## src/rtl/uart_buffered.sv

```systemverilog
// ============================================================================
// Module   : uart_buffered
// Brief    : Memory-mapped UART with TX/RX FIFOs, runtime baud divisor,
//            optional even/odd parity and sticky error flags.
// Revision : 1.0 - initial release
// ============================================================================
`default_nettype none

// ----------------------------------------------------------------------------
// Circular FIFO; pointers carry one extra wrap bit so full and empty differ.
// ----------------------------------------------------------------------------
module uart_buffered_fifo #(
    parameter int WIDTH = 8,
    parameter int DEPTH = 16
) (
    input  logic             clk,
    input  logic             reset,
    input  logic             push,
    input  logic [WIDTH-1:0] push_data,
    input  logic             pop,
    output logic [WIDTH-1:0] pop_data,
    output logic             empty,
    output logic             full
);
    localparam int c_aw = $clog2(DEPTH);

    logic [WIDTH-1:0] r_mem [DEPTH];
    logic [c_aw:0]    r_wr_ptr;
    logic [c_aw:0]    r_rd_ptr;
    logic [c_aw:0]    w_count;

    assign w_count  = r_wr_ptr - r_rd_ptr;
    assign empty    = (w_count == '0);
    assign full     = (w_count == (c_aw+1)'(DEPTH));
    assign pop_data = r_mem[r_rd_ptr[c_aw-1:0]];

    // Pointer update; full/empty use the pre-cycle count so a push to a full
    // FIFO is dropped even when a pop happens in the same cycle.
    always_ff @(posedge clk) begin
        if (reset) begin
            r_wr_ptr <= '0;
            r_rd_ptr <= '0;
        end else begin
            if (push && !full)  r_wr_ptr <= r_wr_ptr + 1'b1;
            if (pop  && !empty) r_rd_ptr <= r_rd_ptr + 1'b1;
        end
    end

    // Storage write, no reset needed on the data array.
    always_ff @(posedge clk) begin
        if (push && !full) r_mem[r_wr_ptr[c_aw-1:0]] <= push_data;
    end
endmodule

// ----------------------------------------------------------------------------
// Top level: bus decode, registers, TX and RX engines.
// ----------------------------------------------------------------------------
module uart_buffered #(
    parameter logic [31:0] ADDR       = 32'h0000_0000,
    parameter int          CLK_FREQ   = 100_000_000,
    parameter int          BAUDRATE   = 115200,
    parameter int          DATA_BITS  = 8,
    parameter int          STOP_BITS  = 1,
    parameter int          FIFO_DEPTH = 16
) (
    input  logic        clk,
    input  logic        reset,
    input  logic        mem_valid,
    input  logic [31:0] mem_addr,
    input  logic [3:0]  mem_wstrb,
    input  logic [31:0] mem_wdata,
    output logic [31:0] mem_rdata,
    output logic        mem_ready,
    output logic        tx,
    input  logic        rx
);
    localparam logic [15:0] c_reset_div = 16'(CLK_FREQ / BAUDRATE - 1);

    localparam logic [2:0] c_st_idle   = 3'd0;
    localparam logic [2:0] c_st_start  = 3'd1;
    localparam logic [2:0] c_st_data   = 3'd2;
    localparam logic [2:0] c_st_parity = 3'd3;
    localparam logic [2:0] c_st_stop   = 3'd4;

    // ---------------- bus / register signals ----------------
    logic        r_ready;
    logic [31:0] r_rdata;
    logic [15:0] r_div;
    logic [1:0]  r_parity;
    logic        r_rx_ovr, r_par_err, r_frame_err, r_tx_ovf;

    logic        w_sel, w_wr;
    logic [1:0]  w_reg;
    logic [7:0]  w_clr;
    logic [31:0] w_status, w_rd_val;
    logic        w_unused;

    // ---------------- FIFO signals ----------------
    logic                 w_tx_push, w_tx_pop, w_tx_empty, w_tx_full;
    logic [DATA_BITS-1:0] w_tx_dout;
    logic                 w_rx_push, w_rx_pop, w_rx_empty, w_rx_full;
    logic [DATA_BITS-1:0] w_rx_dout;

    // ---------------- TX engine ----------------
    logic [2:0]           r_tx_state;
    logic [15:0]          r_tx_cnt, r_tx_div;
    logic [DATA_BITS-1:0] r_tx_shift;
    logic [2:0]           r_tx_idx;
    logic                 r_tx_stop_idx, r_tx_par_en, r_tx_par_bit, r_tx;
    logic                 w_tx_tick, w_tx_last_stop, w_tx_bit;

    // ---------------- RX engine ----------------
    logic                 r_rx_s1, r_rx_s2, r_rx_s3;
    logic [2:0]           r_rx_state;
    logic [15:0]          r_rx_cnt, r_rx_div;
    logic [DATA_BITS-1:0] r_rx_shift;
    logic [2:0]           r_rx_idx;
    logic                 r_rx_par_en, r_rx_par_odd;
    logic                 w_rx_fall, w_rx_tick, w_rx_byte_done;
    logic                 w_rx_ovr_set, w_par_err_set, w_frame_err_set;
    logic [15:0]          w_rx_half;

    assign w_unused = &{1'b0, mem_addr[1:0], mem_wdata[31:18]};

    // A new access is accepted only outside the ready cycle, so a master
    // still holding valid during ready does not get a second completion.
    assign w_sel = mem_valid && (mem_addr[31:4] == ADDR[31:4]) && !r_ready;
    assign w_wr  = |mem_wstrb;
    assign w_reg = mem_addr[3:2];
    assign w_clr = (w_sel && w_wr && w_reg == 2'd0) ? mem_wdata[7:0] : 8'h00;

    assign w_tx_push = w_sel && w_wr && (w_reg == 2'd1) && !w_tx_full;
    assign w_rx_pop  = w_sel && !w_wr && (w_reg == 2'd2) && !w_rx_empty;

    assign w_status = {24'h0, r_tx_ovf, r_frame_err, r_par_err, r_rx_ovr,
                       w_rx_full, w_rx_empty, w_tx_empty, w_tx_full};

    // Read data mux for the register addressed this cycle.
    always_comb begin
        w_rd_val = 32'h0;
        case (w_reg)
            2'd0:    w_rd_val = w_status;
            2'd1:    w_rd_val = 32'h0;
            2'd2:    w_rd_val = w_rx_empty ? 32'h8000_0000
                                           : {{(32-DATA_BITS){1'b0}}, w_rx_dout};
            default: w_rd_val = {14'h0, r_parity, r_div};
        endcase
    end

    // Bus response: one-cycle ready pulse, read data zero outside it.
    always_ff @(posedge clk) begin
        if (reset) begin
            r_ready <= 1'b0;
            r_rdata <= 32'h0;
        end else begin
            r_ready <= w_sel;
            r_rdata <= (w_sel && !w_wr) ? w_rd_val : 32'h0;
        end
    end

    assign mem_ready = r_ready;
    assign mem_rdata = r_rdata;

    // CTRL register with per-byte write strobes.
    always_ff @(posedge clk) begin
        if (reset) begin
            r_div    <= c_reset_div;
            r_parity <= 2'b00;
        end else if (w_sel && w_wr && w_reg == 2'd3) begin
            if (mem_wstrb[0]) r_div[7:0]  <= mem_wdata[7:0];
            if (mem_wstrb[1]) r_div[15:8] <= mem_wdata[15:8];
            if (mem_wstrb[2]) r_parity    <= mem_wdata[17:16];
        end
    end

    // Sticky error flags; a new event in the clear cycle keeps the flag set.
    always_ff @(posedge clk) begin
        if (reset) begin
            r_rx_ovr    <= 1'b0;
            r_par_err   <= 1'b0;
            r_frame_err <= 1'b0;
            r_tx_ovf    <= 1'b0;
        end else begin
            r_rx_ovr    <= (r_rx_ovr    & ~w_clr[4]) | w_rx_ovr_set;
            r_par_err   <= (r_par_err   & ~w_clr[5]) | w_par_err_set;
            r_frame_err <= (r_frame_err & ~w_clr[6]) | w_frame_err_set;
            r_tx_ovf    <= (r_tx_ovf    & ~w_clr[7]) |
                           (w_sel && w_wr && w_reg == 2'd1 && w_tx_full);
        end
    end

    uart_buffered_fifo #(.WIDTH(DATA_BITS), .DEPTH(FIFO_DEPTH)) u_tx_fifo (
        .clk       (clk),
        .reset     (reset),
        .push      (w_tx_push),
        .push_data (mem_wdata[DATA_BITS-1:0]),
        .pop       (w_tx_pop),
        .pop_data  (w_tx_dout),
        .empty     (w_tx_empty),
        .full      (w_tx_full)
    );

    uart_buffered_fifo #(.WIDTH(DATA_BITS), .DEPTH(FIFO_DEPTH)) u_rx_fifo (
        .clk       (clk),
        .reset     (reset),
        .push      (w_rx_push),
        .push_data (r_rx_shift),
        .pop       (w_rx_pop),
        .pop_data  (w_rx_dout),
        .empty     (w_rx_empty),
        .full      (w_rx_full)
    );

    // ---------------- TX engine ----------------
    assign w_tx_tick      = (r_tx_cnt == 16'h0);
    assign w_tx_last_stop = (r_tx_stop_idx == 1'(STOP_BITS - 1));
    // Load a new frame from IDLE, or straight out of the final stop bit so
    // consecutive frames have no idle gap.
    assign w_tx_pop = !w_tx_empty &&
                      ((r_tx_state == c_st_idle) ||
                       (r_tx_state == c_st_stop && w_tx_tick && w_tx_last_stop));

    // Line level for the current state; registered once more into tx.
    always_comb begin
        w_tx_bit = 1'b1;
        case (r_tx_state)
            c_st_start:  w_tx_bit = 1'b0;
            c_st_data:   w_tx_bit = r_tx_shift[0];
            c_st_parity: w_tx_bit = r_tx_par_bit;
            default:     w_tx_bit = 1'b1;
        endcase
    end

    // TX state machine; each state lasts DIV+1 clocks of the latched divisor.
    always_ff @(posedge clk) begin
        if (reset) begin
            r_tx_state    <= c_st_idle;
            r_tx_cnt      <= 16'h0;
            r_tx_div      <= 16'h0;
            r_tx_shift    <= '0;
            r_tx_idx      <= 3'd0;
            r_tx_stop_idx <= 1'b0;
            r_tx_par_en   <= 1'b0;
            r_tx_par_bit  <= 1'b0;
            r_tx          <= 1'b1;
        end else begin
            r_tx <= w_tx_bit;
            if (w_tx_pop) begin
                r_tx_state   <= c_st_start;
                r_tx_cnt     <= r_div;
                r_tx_div     <= r_div;
                r_tx_shift   <= w_tx_dout;
                r_tx_par_en  <= (r_parity == 2'b01) || (r_parity == 2'b10);
                r_tx_par_bit <= (^w_tx_dout) ^ (r_parity == 2'b10);
            end else begin
                case (r_tx_state)
                    c_st_idle: ;
                    c_st_start: begin
                        if (w_tx_tick) begin
                            r_tx_state <= c_st_data;
                            r_tx_cnt   <= r_tx_div;
                            r_tx_idx   <= 3'd0;
                        end else r_tx_cnt <= r_tx_cnt - 1'b1;
                    end
                    c_st_data: begin
                        if (w_tx_tick) begin
                            r_tx_shift <= r_tx_shift >> 1;
                            r_tx_cnt   <= r_tx_div;
                            if (r_tx_idx == 3'(DATA_BITS - 1)) begin
                                r_tx_state    <= r_tx_par_en ? c_st_parity : c_st_stop;
                                r_tx_stop_idx <= 1'b0;
                            end else r_tx_idx <= r_tx_idx + 1'b1;
                        end else r_tx_cnt <= r_tx_cnt - 1'b1;
                    end
                    c_st_parity: begin
                        if (w_tx_tick) begin
                            r_tx_state    <= c_st_stop;
                            r_tx_cnt      <= r_tx_div;
                            r_tx_stop_idx <= 1'b0;
                        end else r_tx_cnt <= r_tx_cnt - 1'b1;
                    end
                    c_st_stop: begin
                        if (w_tx_tick) begin
                            if (w_tx_last_stop) r_tx_state <= c_st_idle;
                            else begin
                                r_tx_stop_idx <= 1'b1;
                                r_tx_cnt      <= r_tx_div;
                            end
                        end else r_tx_cnt <= r_tx_cnt - 1'b1;
                    end
                    default: r_tx_state <= c_st_idle;
                endcase
            end
        end
    end

    assign tx = r_tx;

    // ---------------- RX engine ----------------
    // Two-flop synchroniser plus one delayed copy for falling-edge detect.
    always_ff @(posedge clk) begin
        if (reset) begin
            r_rx_s1 <= 1'b1;
            r_rx_s2 <= 1'b1;
            r_rx_s3 <= 1'b1;
        end else begin
            r_rx_s1 <= rx;
            r_rx_s2 <= r_rx_s1;
            r_rx_s3 <= r_rx_s2;
        end
    end

    assign w_rx_fall = r_rx_s3 && !r_rx_s2;
    assign w_rx_tick = (r_rx_cnt == 16'h0);
    // (DIV+1)/2 without needing a 17-bit intermediate.
    assign w_rx_half = {1'b0, r_div[15:1]} + {15'h0, r_div[0]};

    assign w_rx_byte_done  = (r_rx_state == c_st_stop) && w_rx_tick && r_rx_s2;
    assign w_rx_push       = w_rx_byte_done && !w_rx_full;
    assign w_rx_ovr_set    = w_rx_byte_done && w_rx_full;
    assign w_frame_err_set = (r_rx_state == c_st_stop) && w_rx_tick && !r_rx_s2;
    assign w_par_err_set   = (r_rx_state == c_st_parity) && w_rx_tick &&
                             (r_rx_s2 != ((^r_rx_shift) ^ r_rx_par_odd));

    // RX state machine: mid-bit sampling from the detected start edge.
    always_ff @(posedge clk) begin
        if (reset) begin
            r_rx_state   <= c_st_idle;
            r_rx_cnt     <= 16'h0;
            r_rx_div     <= 16'h0;
            r_rx_shift   <= '0;
            r_rx_idx     <= 3'd0;
            r_rx_par_en  <= 1'b0;
            r_rx_par_odd <= 1'b0;
        end else begin
            case (r_rx_state)
                c_st_idle: begin
                    if (w_rx_fall) begin
                        r_rx_state   <= c_st_start;
                        r_rx_cnt     <= w_rx_half;
                        r_rx_div     <= r_div;
                        r_rx_par_en  <= (r_parity == 2'b01) || (r_parity == 2'b10);
                        r_rx_par_odd <= (r_parity == 2'b10);
                    end
                end
                c_st_start: begin
                    if (w_rx_tick) begin
                        r_rx_state <= r_rx_s2 ? c_st_idle : c_st_data;
                        r_rx_cnt   <= r_rx_div;
                        r_rx_idx   <= 3'd0;
                    end else r_rx_cnt <= r_rx_cnt - 1'b1;
                end
                c_st_data: begin
                    if (w_rx_tick) begin
                        r_rx_shift <= {r_rx_s2, r_rx_shift[DATA_BITS-1:1]};
                        r_rx_cnt   <= r_rx_div;
                        if (r_rx_idx == 3'(DATA_BITS - 1))
                            r_rx_state <= r_rx_par_en ? c_st_parity : c_st_stop;
                        else
                            r_rx_idx <= r_rx_idx + 1'b1;
                    end else r_rx_cnt <= r_rx_cnt - 1'b1;
                end
                c_st_parity: begin
                    if (w_rx_tick) begin
                        r_rx_state <= c_st_stop;
                        r_rx_cnt   <= r_rx_div;
                    end else r_rx_cnt <= r_rx_cnt - 1'b1;
                end
                c_st_stop: begin
                    // Only the first stop bit is checked; any second one is
                    // idle-high line time for the edge detector.
                    if (w_rx_tick) r_rx_state <= c_st_idle;
                    else           r_rx_cnt   <= r_rx_cnt - 1'b1;
                end
                default: r_rx_state <= c_st_idle;
            endcase
        end
    end
endmodule

`default_nettype wire

```

## config.mk

```make
export PLATFORM = sky130hd
export DESIGN_NAME = uart_buffered
export DESIGN_NICKNAME = d
export VERILOG_FILES = /design/src/rtl/uart_buffered.sv
export SDC_FILE = /design/constraint.sdc
export NUM_CORES = 1
export LEC_CHECK = 0
export CAP_MARGIN = 5
export CORE_ASPECT_RATIO = 0.9
export CORE_MARGIN = 2
export CORE_UTILIZATION = 45
export CTS_CLUSTER_DIAMETER = 60
export DETAILED_ROUTE_END_ITERATION = 7
export PLACE_DENSITY = 0.66
export SLEW_MARGIN = 20
export SYNTH_ARGS = -nofsm -noshare
export SYNTH_HDL_FRONTEND = slang
export SYNTH_SLANG_ARGS = --single-unit
export TNS_END_PERCENT = 100
```

## constraint.sdc

```tcl
create_clock -name clk -period 4.71 [get_ports clk]
set_input_delay 0.471 -clock clk [delete_from_list [all_inputs] [get_ports clk]]
set_output_delay 0.471 -clock clk [all_outputs]
set_load 0.005 [all_outputs]
```

==> results.py, run 1 <==
metrics = {
    "global_route": {
        "grt_util_all_layers": 0.198,
        "grt_pass1_wl_um": 65600,
        "grt-ovfl-total": 0,
        "grt_pass1_vias": 11605,
        "grt_max_degree": 82,
        "antenna_found_initial": 0,
    },
    "setup_path": {
        "cp_cell_sequence": "inv_1 > ha_1 > nor2b_1 > o21ai_0 > a21bo_2 > a31oi_1 > a21oi_1 > nand2_1 > nor2_1",
        "crit_required_ns": 4.92,
        "worst-path-buf-inv": 1,
        "critical_path.slowest_cell": "nor2_1",
        "cp.arrival_ns": 3.83,
        "critPathLaunchType": "flop",
        "cpPeakStageDelay_ns": 0.71,
        "crit_type": "reg -> reg",
        "critPathMaxFanout": 8,
        "critPathTopFamily": "compound AO/OA/AOI/OAI gates",
        "endpoint_kind": "flop",
    },
    "place": {
        "dp.cells": 2038,
        "place_ws_ns": 0.572,
        "port_buffers": 76,
        "place.gp.congestion": 0.832,
        "dpl.hpwl_um": 27500,
    },
    "synthesis": {
        "synth_compound_area_frac": 0.0873,
        "yosys.area_share.simple": 0.124,
        "syn_area_sq_um": 18400,
        "synth-async-reset-ratio": 0,
        "ys_warn_count": 0,
        "avgSynthCellArea_sq_um": 12.4,
        "synth-xor-area-share": 0.0283,
        "synth-edff-count": 256,
        "synth_top_family_by_area": "simple AND/OR/NAND/NOR gates",
        "ys_seq_area_frac": 0.602,
        "synthMuxAreaShare": 0.107,
        "synth_ff_type": "edfxtp_1",
        "ys_ff_latch": 426,
        "synth_cells": 1490,
        "synth_adder_area_share": 0.0197,
        "synthDistinctLibCells": 66,
    },
    "floorplanning": {
        "start_util": 0.455,
        "die_h_um": 196,
        "dieArea_sq_um": 42600,
        "rows": 70,
        "io-pin-count": 106,
        "core_area_sq_um": 40600,
        "die_x_um": 217,
    },
    "layout": {
        "postLayoutCoreUtil": 0.520,
        "syn2layout_area_growth_pct": 14.3,
        "mostFrequentLayoutCell": "edfxtp_1",
        "drive_above_1_share": 0.118,
        "multi_input_area_sq_um": 6810,
        "final_cell_mix": "256 x edfxtp_1, 168 x dfxtp_1, 163 x nor2_1",
        "antenna_cells": 0,
        "nNetsFinal": 1646,
        "fin_cells": 2121,
        "seqCellArea_sq_um": 11100,
        "nFillCells": 3379,
    },
    "sta": {
        "finClkSkew_ns": 0.0219,
        "tns_ns": 0,
        "rsz0062_at_grt": "false",
        "worst_pin_slew_ns": 0.990,
        "min_period_ns": 3.63,
        "setup_violations": 0,
        "hold_viol_final": 0,
        "hold_slack_ns": 0.397,
        "fmax_mhz": 276,
        "worst_slack_ns": 1.08,
        "period_share": 0.770,
        "relSlewSlack": 0.339,
        "maxSlewViolCount": 0,
    },
    "cts": {
        "cts_made_buffers": 45,
        "cts_setup_buffers": 0,
        "cts_resized": 0,
        "hold_buffers": 0,
        "cts_sinks": 426,
        "clk_transition_reported_paths_ns": 0.06,
        "cts_max_level": 2,
        "clkLatencyLatePin_ns": 0.60,
        "tritoncts": "yes",
        "cts_max_path_buffers": 3,
        "clock-root-buffer": "clkbuf_16",
    },
    "route": {
        "routed_via_density": 5.67,
        "drtAntennaViolNets": 0,
        "drc": 0,
        "vias": 12024,
        "wl_um": 41500,
        "drt-initial-drc-count": 1175,
        "wl_per_cell_um": 19.6,
        "dr.pass1.iters": 5,
    },
    "outcome": {
        "run_status": "finished, final reports clean",
    },
    "pwr": {
        "leakagePower_nw": 6.88,
        "irDropWorstVdd_v": 0.000290,
        "power.density_nw_per_um2": 460,
    },
    "job": {
        "drv_cap": 0,
    },
    "worst_hold_path": {
        "hp-class": "in -> reg",
    },
}
## layout make-up
cell class	instances	share of cell area
Timing Repair Buffer	101	0.0449
Inverter	23	0.00410
Multi-Input combinational cell	948	0.323
Clock buffer	66	0.0605
Clock inverter	17	0.00896
Sequential cell	426	0.526
Tap cell	540	0.0321
## synthesized netlist by cell type (4+ instances only)
library cell | n | area share
a211o_1 | 6 | 0.0029
a211oi_1 | 11 | 0.0045
a21oi_1 | 88 | 0.024
a222oi_1 | 4 | 0.0022
a22oi_1 | 17 | 0.0069
a311oi_1 | 21 | 0.010
a31oi_1 | 4 | 0.0014
and2_1 | 5 | 0.0017
and3_1 | 19 | 0.0064
buf_1 | 6 | 0.0012
buf_2 | 15 | 0.0041
buf_4 | 15 | 0.0061
clkbuf_1 | 65 | 0.013
dfxtp_1 | 170 | 0.18
edfxtp_1 | 256 | 0.42
ha_1 | 29 | 0.020
inv_1 | 23 | 0.0047
mux2i_1 | 24 | 0.013
mux4_2 | 76 | 0.093
nand2_1 | 149 | 0.030
nand2b_1 | 8 | 0.0027
nand3_1 | 39 | 0.011
nand4_1 | 9 | 0.0031
nor2_1 | 163 | 0.033
nor2b_1 | 15 | 0.0051
nor3_1 | 38 | 0.010
nor4_1 | 17 | 0.0058
o211ai_1 | 24 | 0.0098
o21ai_0 | 39 | 0.011
o221ai_1 | 5 | 0.0024
o31ai_1 | 5 | 0.0020
or2_2 | 9 | 0.0031
or3_1 | 14 | 0.0048
xnor2_1 | 35 | 0.017
xor2_1 | 22 | 0.010
## cell families after synthesis
family          Yosys count
simple gates            500
flops                   426
compound gates          246
buf+inv                 128
mux                     102
xor+xnor                 58
fa+ha+maj                29
other cells               1
## path summary, 6_finish.rpt
path / start / endpoint / slack, ns / cells after the start
worst max register to register: u_tx_fifo.r_rd_ptr[1] / u_tx_fifo.r_mem[11][2] / 1.08 / 9
worst min register to register: r_rx_s1 / r_rx_s2 / 0.41 / 1
worst min-delay path: reset / r_div[15] / 0.40 / 2
worst max-delay path: u_tx_fifo.r_rd_ptr[1] / u_tx_fifo.r_mem[11][2] / 1.08 / 9
## routing by layer
metal / up-vias / global-route usage / part of all wire
li1: 5649 / - / -
met5: - / 0 / 0
met1: 5949 / 0.283 / 0.45
met4: 0 / 0.0500 / 0.018
met3: 54 / 0.0358 / 0.066
met2: 372 / 0.314 / 0.46
## flip-flops by register name, indices dropped and copies added (netlist names), 16 cells and up, named ones only
name / flops
u_rx_fifo.r_mem: 128
u_tx_fifo.r_mem: 128
mem_rdata: 19
r_div: 16
r_rx_cnt: 16
r_rx_div: 16
r_tx_cnt: 16
r_tx_div: 16
## metrics by stage
step,power (mW),area [sq um]
3_3_place_gp,6.20,19600
4_1_cts,9.76,21100
2_1_floorplan,5.79,18500
5_1_grt,10.1,21100
3_5_place_dp,6.26,19600
6_report,9.69,21100
## power by group
group | switching [mW] | internal, mW | total, mW
Clock | 1.49 | 2.01 | 3.50
Sequential | 0.158 | 4.08 | 4.24
Combinational | 1.13 | 0.821 | 1.95
No activity file was read; power rests on OpenSTA's default activity.
==> run 2, diff against run 1 <==
Clock period 4.71 ns to 3.65 ns, I/O delays scaled along.
==> run 2 against run 1 <==
Net effect: worst setup slack got worse by 0.44 ns; register-to-register slack got worse by 0.44 ns; wire length decreased by 0.63%; worst hold slack got worse by 0.094 ns; sequential power increased by 28%; global-route usage decreased by 0.30 points; core utilization increased by 0.52 points; total power increased by 28%; largest power group unchanged; critical path depth unchanged.
==> results.py, run 2 (same netlist as run 1, synthesis figures left out) <==
metrics = {
    "floorplanning": {
        "die_h_um": 196,
        "core_area_sq_um": 40600,
        "start_util": 0.455,
        "dieArea_sq_um": 42600,
        "io-pin-count": 106,
        "rows": 70,
        "die_x_um": 217,
    },
    "cts": {
        "cts_made_buffers": 44,
        "tritoncts": "yes",
        "cts_max_level": 2,
        "clkLatencyLatePin_ns": 0.58,
        "clk_transition_reported_paths_ns": 0.06,
        "cts_max_path_buffers": 3,
        "hold_buffers": 0,
        "cts_sinks": 426,
        "cts_resized": 0,
        "clock-root-buffer": "clkbuf_16",
        "cts_setup_buffers": 0,
    },
    "setup_path": {
        "cp_cell_sequence": "inv_1 > ha_1 > nor2b_1 > or2_2 > nor3_1 > o211ai_1 > o311ai_1 > mux2i_1 > nor2_1",
        "rr_worst_depth": 9,
        "r2r_slack_ns": 0.65,
        "r2r_start": "u_rx_fifo.r_rd_ptr[1]",
        "crit_required_ns": 4.05,
        "critPathMaxFanout": 6,
        "critPathLaunchType": "flop",
        "cp.arrival_ns": 3.41,
        "cpPeakStageDelay_ns": 0.80,
        "critical_path.slowest_cell": "o311ai_1",
        "endpoint_kind": "flop",
        "crit_type": "reg -> reg",
    },
    "place": {
        "dpl.hpwl_um": 27700,
        "place.gp.congestion": 0.824,
        "port_buffers": 76,
        "place_ws_ns": 0.332,
        "place_area_sq_um": 19900,
        "dp.cells": 2068,
    },
    "worst_hold_path": {
        "min_from": "reset",
        "whs_path_depth": 2,
        "whs_endpoint": "r_tx_idx[1]",
        "hp-class": "in -> reg",
    },
    "global_route": {
        "grt-ovfl-total": 0,
        "grt_pass1_vias": 11760,
        "grt_pass1_wl_um": 65000,
        "grt_util_all_layers": 0.195,
        "antenna_found_initial": 1,
        "grt_max_degree": 81,
    },
    "outcome": {
        "run_status": "finished, final reports clean",
    },
    "sta": {
        "hold_slack_ns": 0.303,
        "relSlewSlack": 0.399,
        "hold_viol_final": 0,
        "worst_slack_ns": 0.647,
        "maxSlewViolCount": 0,
        "min_period_ns": 3.00,
        "finClkSkew_ns": 0.0245,
        "worst_pin_slew_ns": 0.888,
        "setup_violations": 0,
        "rsz0062_at_grt": "false",
        "period_share": 0.823,
        "fmax_mhz": 333,
        "tns_ns": 0,
    },
    "layout": {
        "stdcell_area_sq_um": 21300,
        "nNetsFinal": 1675,
        "postLayoutCoreUtil": 0.525,
        "drive_above_1_share": 0.135,
        "mostFrequentLayoutCell": "edfxtp_1",
        "syn2layout_area_growth_pct": 15.5,
        "fin_cells": 2150,
        "final_cell_mix": "256 x edfxtp_1, 168 x dfxtp_1, 163 x nor2_1",
    },
    "pwr": {
        "internal_power_mw": 8.91,
        "irDropWorstVdd_v": 0.000462,
        "switching_share": 0.284,
        "power_frac_clock": 0.354,
        "total_power_mw": 12.4,
        "p_seq_frac": 0.437,
        "p_sw_mw": 3.53,
        "combPwrFrac": 0.209,
        "power.density_nw_per_um2": 584,
        "leakagePower_nw": 7.05,
    },
    "route": {
        "drtAntennaViolNets": 0,
        "routed_via_density": 5.58,
        "vias": 11991,
        "dr.pass1.iters": 5,
        "wl_per_cell_um": 19.2,
        "wl_um": 41300,
        "drt-initial-drc-count": 1042,
        "drc": 0,
    },
    "job": {
        "drv_cap": 0,
    },
}
-- run 2: cell count changes in the layout (fill, tap and decap cells not counted), moves of 2 or more --
cell | before | now
buf_12 | 0 | 2
clkinv_2 | 2 | 6
buf_4 | 26 | 54
inv_16 | 3 | 1
clkbuf_8 | 7 | 5
clkbuf_1 | 14 | 9
-- run 2: how the worst max path moves through the flow --
| stage | start | endpoint | slack (ns) | cells after the start |
|---|---|---|---|---|
| 6_report | u_rx_fifo.r_rd_ptr[1] | flop | 0.65 | 9 |
| 3_3_place_gp | mem_addr[28] | u_tx_fifo.r_wr_ptr[4] | 0.49 | 10 |
| 4_1_cts | u_rx_fifo.r_rd_ptr[1] | flop | 0.67 | 9 |
| 3_5_place_dp | mem_addr[22] | u_tx_fifo.r_wr_ptr[4] | 0.33 | 10 |
| 2_1_floorplan | u_rx_fifo.r_rd_ptr[1] | u_rx_fifo.r_mem[0][0] | 0.65 | 9 |
| 5_1_grt | u_tx_fifo.r_rd_ptr[1] | r_tx_cnt[12] | 0.39 | 11 |
-- run 2: cell type report --
cell class,count,area [sq um]
fill,3407,19300
sequential,426,11100
multi-input combinational,948,6810
clock buffer,59,1230
timing repair buffer,131,1200
tap,540,676
clock inverter,22,196
inverter,23,86.3
antenna,1,2.50
-- run 2: critical path, delay by kind of cell (launching register included) --
kind	cells	cell delay, ns
AND/OR/NAND/NOR	4	0.77
flip-flops	1	0.38
multiplexers	1	0.26
buffers and inverters	1	0.06
AO/OA/AOI/OAI	2	1.05
adder cells (fa/ha/maj)	1	0.32
-- run 2: routing by layer --
metal,GRT usage,vias to the layer above,share of wire
met1,0.271,5916,0.45
met4,0.0571,0,0.021
met3,0.0386,55,0.066
met2,0.312,343,0.46
met5,0,-,0
li1,-,5677,-
-- run 2: power by group through the flow --
stage          logic, mW  clock network, mW  registers, mW
2_1_floorplan       1.99                  0           5.48
3_3_place_gp        2.56                  0           5.52
3_5_place_dp        2.61                  0           5.53
4_1_cts             2.61               4.50           5.43
5_1_grt             2.89               4.67           5.46
6_report            2.60               4.40           5.43
==> run 3, diff against run 2 <==
Settings changed: PLACE_DENSITY 0.66 to 0.68.
Clock period 3.65 ns to 2.61 ns, I/O delays scaled along.
==> run 3 against run 2 <==
Net effect: clock power increased by 43%; wire length grew 6.9%; sequential power increased by 40%; combinational power up 77%; core utilization up 3.9 points; largest cell class unchanged; largest power group unchanged.
==> results.py, run 3 (same netlist as run 1, synthesis figures left out) <==
metrics = {
    "setup_path": {
        "r2r_slack_ns": 0.006,
        "critical_path.slowest_cell": "mux4_2",
        "endpoint_kind": "flop",
        "cpPeakStageDelay_ns": 0.53,
        "critPathMaxFanout": 6,
        "crit_end": "r_tx_par_bit",
        "crit_required_ns": 3.09,
        "rr_worst_depth": 10,
        "r2r-end": "r_tx_par_bit",
        "cp.arrival_ns": 3.08,
        "cp_cell_sequence": "buf_12 > buf_12 > buf_8 > mux4_2 > mux4_2 > xor2_1 > xnor2_1 > xnor2_1 > nand2_1 > a21oi_1",
        "crit_type": "reg -> reg",
        "critPathLaunchType": "flop",
    },
    "global_route": {
        "antenna_found_initial": 0,
        "grt_pass1_vias": 12321,
        "grt_util_all_layers": 0.207,
        "grt_max_degree": 145,
        "grt_pass1_wl_um": 68500,
        "grt-ovfl-total": 0,
    },
    "place": {
        "place_area_sq_um": 20900,
        "dpl.hpwl_um": 29700,
        "dp.cells": 2157,
        "place.gp.congestion": 0.841,
        "port_buffers": 76,
    },
    "layout": {
        "syn2layout_area_growth_pct": 24.1,
        "fin_cells": 2257,
        "final_cell_mix": "256 x edfxtp_1, 165 x dfxtp_1, 148 x nor2_1",
        "mostFrequentLayoutCell": "edfxtp_1",
        "nNetsFinal": 1782,
        "stdcell_area_sq_um": 22900,
        "drive_above_1_share": 0.228,
    },
    "cts": {
        "tritoncts": "yes",
        "clk_transition_reported_paths_ns": 0.06,
        "cts_max_path_buffers": 3,
        "clock-root-buffer": "clkbuf_16",
        "cts_made_buffers": 44,
        "cts_max_level": 2,
        "cts_sinks": 426,
        "clkLatencyLatePin_ns": 0.56,
    },
    "floorplanning": {
        "start_util": 0.455,
        "core_area_sq_um": 40600,
        "io-pin-count": 106,
        "rows": 70,
        "dieArea_sq_um": 42600,
        "die_h_um": 196,
        "die_x_um": 217,
    },
    "route": {
        "wl_per_cell_um": 19.5,
        "routed_via_density": 5.59,
        "drt-initial-drc-count": 1174,
        "dr.pass1.iters": 5,
        "drc": 0,
        "wl_um": 44100,
        "drtAntennaViolNets": 0,
        "vias": 12610,
    },
    "pwr": {
        "total_power_mw": 18.5,
        "irDropWorstVdd_v": 0.000747,
        "leakagePower_nw": 7.80,
        "power.density_nw_per_um2": 808,
    },
    "sta": {
        "tns_ns": 0,
        "worst_pin_slew_ns": 0.813,
        "fmax_mhz": 384,
        "maxSlewViolCount": 0,
        "hold_viol_final": 0,
        "setup_violations": 0,
        "finClkSkew_ns": 0.0122,
        "relSlewSlack": 0.456,
        "rsz0062_at_grt": "true",
        "period_share": 0.998,
        "min_period_ns": 2.60,
    },
    "worst_hold_path": {
        "hp-class": "in -> reg",
        "whs_path_depth": 4,
    },
    "job": {
        "drv_cap": 0,
    },
    "outcome": {
        "run_status": "finished, final reports clean",
    },
}
## run 3: cell count changes in the layout (fill, tap and decap cells not counted), moves of 5 or more
cell and delta:
buf_12 +27, buf_4 +72, nand2_1 -6, nor2_1 -15, nor3_2 +6, nor3_1 -11, nor2_2 +13, buf_6 +5
nor3_4 +5
## run 3: worst min path at each step
stage / from / slack, ns / to
2_1_floorplan: mem_wdata[0] / 0.36 / u_tx_fifo.r_mem[0][0]
3_3_place_gp: r_rx_s1 / 0.40 / r_rx_s2
5_1_grt: reset / 0.23 / mem_rdata[8]
3_5_place_dp: r_rx_s1 / 0.42 / r_rx_s2
6_report: reset / 0.23 / mem_rdata[8]
4_1_cts: reset / 0.20 / mem_rdata[8]
## run 3: metal layers
layer  track usage  wire length, um  share of wire  vias to the layer above
li1              -                -              -                     5912
met1         0.295            20100           0.46                     6281
met2         0.326            20600           0.47                      368
met3        0.0366             2520          0.057                       49
met4        0.0591              856          0.019                        0
met5             0                0              0                        -
## run 3: where the power goes
part	switching [mW]	leakage, nW	total (mW)	internal (mW)
combinational	2.38	3.36	4.61	2.24
clock	2.60	0.718	6.29	3.69
sequential	0.218	3.72	7.59	7.37
total	5.19	7.80	18.5	13.3
## run 3: final cells by class
type,instances,area (sq um)
antenna,1,2.50
clock buffer,56,1210
clock inverter,25,246
fill,3240,17700
inverter,23,86.3
multi-input combinational,948,7170
sequential,426,11100
tap,540,676
timing repair buffer,238,2390
## run 3: repair_timing
action,4_1_cts,5_1_grt
setup buffers,9,8
cloned,0,1
hold endpoints to repair,0,0
pin swaps,6,16
setup endpoints to repair,135,308
resized for setup,21,45
hold buffers,0,0
## run 3: critical path: cells and delay by family, from the launching register on
| family | cells | cell delay [ns] |
|---|---|---|
| multiplexers | 2 | 1.02 |
| XOR/XNOR | 3 | 0.53 |
| flip-flops | 1 | 0.40 |
| buffers and inverters | 3 | 0.40 |
| AO/OA/AOI/OAI | 1 | 0.12 |
| AND/OR/NAND/NOR | 1 | 0.07 |
## run 3: through the flow
step                       util  hold slack (ns)  setup slack [ns]
after floorplan               -            0.360           -0.0783
after global placement    0.516            0.398            -0.196
after detailed placement  0.516            0.420            -0.302
after CTS                 0.557            0.204          0.000214
after global routing      0.564            0.228           -0.0752
final                     0.564            0.231           0.00574
